<file path="src/rtl/fp_stream_accum.sv">
// Purpose: running-sum front-end for the combinational FP32 adder, emitting one sum/count/overflow result per frame.
// Latency: acc updates on the accepting edge; out_valid rises one cycle after the last beat is accepted.
// Backpressure: in_ready is low while a result waits; DONE holds indefinitely until out_ready.
module fp_stream_accum #(
  parameter int CNT_W = 16
) (
  input  logic             clk,
  input  logic             rst_n,
  input  logic             in_valid,
  output logic             in_ready,
  input  logic [31:0]      in_data,
  input  logic             in_last,
  output logic [31:0]      add_a,
  output logic [31:0]      add_b,
  input  logic [31:0]      add_o,
  output logic             out_valid,
  input  logic             out_ready,
  output logic [31:0]      out_data,
  output logic [CNT_W-1:0] out_count,
  output logic             out_ovf
);

  typedef enum logic [0:0] {
    ACCUM = 1'b0,
    DONE  = 1'b1
  } state_t;

  typedef struct packed {
    logic       sign;
    logic [7:0] exp;
    logic [22:0] frac;
  } fp32_t;

  state_t          state_q, state_d;
  fp32_t           acc_q, acc_d;
  fp32_t           op, sum;
  logic [CNT_W-1:0] cnt_q;
  logic            ovf_q;
  logic            ovf_hit;
  logic            accept;
  logic            out_fire;
  logic            op_flushed;
  logic            acc_is_zero;
  logic            adder_path;

  // Adder sees the registered sum and the live operand; no pipeline stage here.
  assign op    = fp32_t'(in_data);
  assign sum   = fp32_t'(add_o);
  assign add_a = acc_q;
  assign add_b = in_data;

  assign accept   = in_valid & in_ready;
  assign out_fire = out_valid & out_ready;

  // The adder always assumes a hidden 1, so zero/denormal operands are dropped
  // and a zero accumulator is loaded directly instead of going through the adder.
  assign op_flushed  = (op.exp == 8'h00);
  assign acc_is_zero = (acc_q[30:0] == 31'd0);
  assign adder_path  = !op_flushed && !acc_is_zero;

  // State register.
  always_ff @(posedge clk or negedge rst_n) begin
    if (!rst_n) begin
      state_q <= ACCUM;
    end else begin
      state_q <= state_d;
    end
  end

  // Next-state and handshake outputs; the result handshake and a new beat never share a cycle.
  always_comb begin
    state_d   = state_q;
    in_ready  = 1'b0;
    out_valid = 1'b0;
    case (state_q)
      ACCUM: begin
        in_ready = 1'b1;
        if (in_valid && in_last) begin
          state_d = DONE;
        end
      end
      DONE: begin
        out_valid = 1'b1;
        if (out_ready) begin
          state_d = ACCUM;
        end
      end
      default: begin
        state_d = ACCUM;
      end
    endcase
  end

  // Next accumulator value and overflow detection for the current beat.
  always_comb begin
    acc_d   = acc_q;
    ovf_hit = 1'b0;
    if (op_flushed) begin
      acc_d = acc_q;
    end else if (acc_is_zero) begin
      acc_d = op;
    end else if (sum.exp == 8'h00) begin
      // Adder encodes exact cancellation with a zero exponent; normalise to +0.
      acc_d = fp32_t'(32'h0000_0000);
    end else begin
      acc_d = sum;
    end

    if (op.exp == 8'hFF) begin
      ovf_hit = 1'b1;
    end
    if (adder_path && (sum.exp == 8'hFF)) begin
      ovf_hit = 1'b1;
    end
    // Same-sign addition can never shrink the exponent unless it wrapped past 255.
    if (!op_flushed && (acc_q.sign == op.sign) && (sum.exp < acc_q.exp)) begin
      ovf_hit = 1'b1;
    end
  end

  // Frame state: accumulate on accepted beats, clear when the result is taken.
  always_ff @(posedge clk or negedge rst_n) begin
    if (!rst_n) begin
      acc_q <= fp32_t'(32'h0000_0000);
      cnt_q <= '0;
      ovf_q <= 1'b0;
    end else if (out_fire) begin
      acc_q <= fp32_t'(32'h0000_0000);
      cnt_q <= '0;
      ovf_q <= 1'b0;
    end else if (accept) begin
      acc_q <= acc_d;
      if (cnt_q != {CNT_W{1'b1}}) begin
        cnt_q <= cnt_q + {{(CNT_W-1){1'b0}}, 1'b1};
      end
      if (ovf_hit) begin
        ovf_q <= 1'b1;
      end
    end
  end

  // Result fields come straight from the frame registers, which are frozen in DONE.
  assign out_data  = acc_q;
  assign out_count = cnt_q;
  assign out_ovf   = ovf_q;

endmodule

</file>
<file path="config.mk">
export PLATFORM = sky130hd
export DESIGN_NAME = fp_stream_accum
export DESIGN_NICKNAME = d
export VERILOG_FILES = /design/src/rtl/fp_stream_accum.sv
export SDC_FILE = /design/constraint.sdc
export NUM_CORES = 1
export LEC_CHECK = 0
export CORE_MARGIN = 2
export CORE_UTILIZATION = 39
export CTS_CLUSTER_SIZE = 8
export DETAILED_ROUTE_END_ITERATION = 8
export PLACE_DENSITY = 0.87
export REMOVE_ABC_BUFFERS = 1
export SYNTH_ARGS = -nofsm -noshare
export SYNTH_HDL_FRONTEND = slang
export SYNTH_SLANG_ARGS = --single-unit
</file>
<file path="constraint.sdc">
create_clock -name clk -period 2 [get_ports clk]
set_clock_uncertainty 0.05 [all_clocks]
set_input_delay 0.4 -clock clk [delete_from_list [all_inputs] [get_ports clk]]
set_output_delay 0.4 -clock clk [all_outputs]
set_load 0.02 [all_outputs]
</file>
==> impl_metrics.yaml <==
logic_synthesis:
  synth_xor_area_frac: 0.02753
  seq_area_frac_synth: 0.3932
  ys_seq_elements: 50
  syn_inst: 329
  yosys.area_share.simple: 0.2053
  ys_async_sr_fraction: 1.000
  synth-compound-area-share: 0.1207
  syn_area_per_cell_sq_um: 9.671
  ys_warn_count: 0
  synth_edf_count: 0
  synth.mux.area_fraction: 0.03775
  synth_fa_ha_area_frac: 0.03146
  netlist_area_sq_mm: 0.003182
  synth-main-ff-cell: "dfrtp_1"
  synth_top_family_by_area: "simple AND/OR/NAND/NOR gates"
  yosysUniqueCellTypes: 35
place:
  dp_hpwl_um: 8392
  placed_cell_area_sq_mm: 0.005106
  numPortBuffers: 183
  gp_congestion: 0.8378
critical_path:
  cpMostUsedCell: "nand2_1"
  max_stage_delay_ns: 0.64
  cp_max_fo: 12
  critPathLaunchType: "input port"
  critical_path.cell_chain: "clkdlybuf4s50_1 > nor4_2 > nand2_1 > nand2_1 > a211oi_4 > a221o_1"
  cp_slowest_cell: "a211oi_4"
  worstSetupPathType: "input port to flip-flop"
  cp.required_ns: 2.19
  worstSetupEndpointType: "flip-flop"
  worstPathArrival_ns: 2.19
detailed_routing:
  wl_met3_um: 641
  vias: 3268
  avgRoutedWirePerCell_um: 17.99
  met1_length_um: 4481
  drt_iter0_drc: 105
  antenna_left: 0
  drc_errors: 0
  top_layer_used: "met4"
  viasPerCell: 5.314
  wl_um: 11070
  wl_met2_um: 5638
  first_pass_iters: 4
timing:
  final_hold_viol_count: 0
  max_freq_ghz: 0.5002
  slew-limit-headroom: 0.5183
  tightest_slew_ns: 0.7202
  timing.final.crit_period_ns: 1.999
  rsz0062_at_grt: "true"
  setup_violations: 0
  maxSlewViolCount: 0
  finalCritPeriodShare: 0.9996
die:
  initial_core_util: 0.4075
  die-area_sq_mm: 0.008897
  rows: 32
  io_pins: 184
  fp.dieH_um: 94.33
  core-area_sq_mm: 0.007807
  die_w_um: 94.33
pwr:
  power_mw: 3.776
  power_switching_mw: 1.355
  power_frac_clock: 0.181
  power.density_mw_per_mm2: 699.5
  p_int_mw: 2.421
  peakVddDrop_uv: 338.1
  p_comb_frac: 0.472
  swShare: 0.3590
  p_seq_frac: 0.347
  p_leak_nw: 2.363
cells_and_area:
  diodes: 0
  multiInputGateArea_sq_mm: 0.001480
  finalNetCount: 589
  layout-drive-gt1-share: 0.1852
  regArea_sq_mm: 0.001251
  syn_to_final_growth_pct: 69.64
  fillCellCount: 613
  postLayoutCellArea_sq_mm: 0.005398
cts:
  cts_root_buf: "clkbuf_8"
  cts_num_sinks: 50
  cts_made_buffers: 5
  htree_num_levels: 2
  worstSkewPairLatency_ns: 0.30
  cts_hold_buf: 0
  max-clock-path-buffers: 2
  cts.reportedPaths.clkPinSlew_ns: 0.09
  cts_tree: "done"
global_route:
  grt_pass1_wl_um: 17090
  antenna_found_initial: 0
  grt_usage: 0.2462
  grt_pass1_vias: 3436
  overflow: 0
  grt_max_degree: 27
flow_run:
  maxCapViolations: 0
status:
  status: "finished clean"
worst_hold_path:
  hold_class: "input port to asynchronous set/reset pin"
-- placed cells by master, fill, tap and decap left out, drive strengths merged, types with 2 or more instances in the layout --
master,n
a211oi,3
inv,8
ha,8
nor3b,2
clkbuf,8
nand3,13
nor3,9
or3,2
buf,70
dfrtp,50
nor2b,3
nor2,15
nand2,15
and3,26
nor4,12
o21ai,14
nand4,13
a21oi,3
dlygate4sd2,10
and2,2
xnor2,9
a221o,24
clkdlybuf4s50,172
mux2i,12
o21bai,2
-- power groups by stage --
stage | logic (mW) | clock network [mW] | registers (mW)
after detailed placement | 1.76 | 0 | 1.30
final | 1.78 | 0.682 | 1.31
after CTS | 1.77 | 0.698 | 1.29
after global placement | 1.71 | 0 | 1.29
after global routing | 1.89 | 0.740 | 1.33
after floorplan | 0.305 | 0 | 1.62
-- cell usage after synthesis (all sizes together) (3+ instances only) --
cell / count / share of area
a21oi: 3 / 0.0047
o21ai: 14 / 0.022
nand2: 15 / 0.018
ha: 8 / 0.031
and3: 26 / 0.051
buf: 70 / 0.17
nor2: 15 / 0.018
clkbuf: 7 / 0.0083
nor2b: 3 / 0.0059
dfrtp: 50 / 0.39
nand3: 13 / 0.020
a221o: 24 / 0.076
nand4: 13 / 0.026
inv: 8 / 0.0094
nor4: 12 / 0.024
nor3: 9 / 0.018
mux2i: 12 / 0.038
xnor2: 9 / 0.025
-- cell type report --
class,instances,share of cell area
Sequential cell,50,0.2318
Multi-Input combinational cell,195,0.2742
Inverter,8,0.005563
Timing Repair Buffer,252,0.4444
Clock buffer,8,0.02040
Tap cell,102,0.02364
-- stage by stage --
step                      setup TNS (ns)  instances  utilization  hold slack [ns]  worst slack, ns
after CTS                              0        609       0.6761          0.05178          0.01443
after floorplan                   -19.00        252            -          0.05441          -0.4868
final                                  0        615       0.6913          0.03807        0.0008158
after global placement            -11.25        600       0.6540           0.3735          -0.3955
after detailed placement          -14.35        600       0.6540           0.3837          -0.5161
after global routing              -1.789        615       0.6913          0.07583         -0.09004
-- worst max-delay path, delay by kind of cell --
family | cells | cell delay, ns
compound gates | 2 | 0.90
buf+inv | 1 | 0.52
simple gates | 3 | 0.36
-- path summary, 6_finish.rpt --
kind / start / endpoint / slack [ns] / depth (start not counted)
max reg2reg: add_a[2]$_DFFE_PN0P_ / add_a[21]$_DFFE_PN0P_ / 0.04 / 6
min in group clk: out_count[4]$_DFFE_PN0P_ / out_count[4]$_DFFE_PN0P_ / 0.52 / 1
min reg2reg: out_count[4]$_DFFE_PN0P_ / out_count[4]$_DFFE_PN0P_ / 0.52 / 1
max: in_data[28] / add_a[31]$_DFFE_PN0P_ / 0.0008 / 6
min: rst_n / add_a[18]$_DFFE_PN0P_ / 0.04 / 1
max in group asynchronous: rst_n / add_a[28]$_DFFE_PN0P_ / 1.30 / 2
-- kinds of logic after synthesis --
group           Yosys count
xor+xnor                 10
simple gates            117
buf+inv                  85
mux                      12
flops                    50
compound gates           47
fa+ha+maj                 8
-- flip-flops by register name (all words and copies together), names as in the netlist --
register and cells:
add_a 32, out_count 16, out_ovf 1, state_q 1
-- metal layers --
layer | up-vias | global-route usage
met4 | 0 | 0.09300
met5 | - | 0
met2 | 148 | 0.4262
li1 | 1508 | -
met1 | 1586 | 0.3077
met3 | 26 | 0.04093
-- what timing repair did --
| item | in CTS | in global routing |
|---|---|---|
| endpoints found under the setup margin | 34 | 39 |
| resized for setup | 19 | 14 |
| cloned | 1 | 0 |
| buffers inserted | 0 | 6 |
| pin swaps | 3 | 3 |
(Power assumes the default switching activity.)
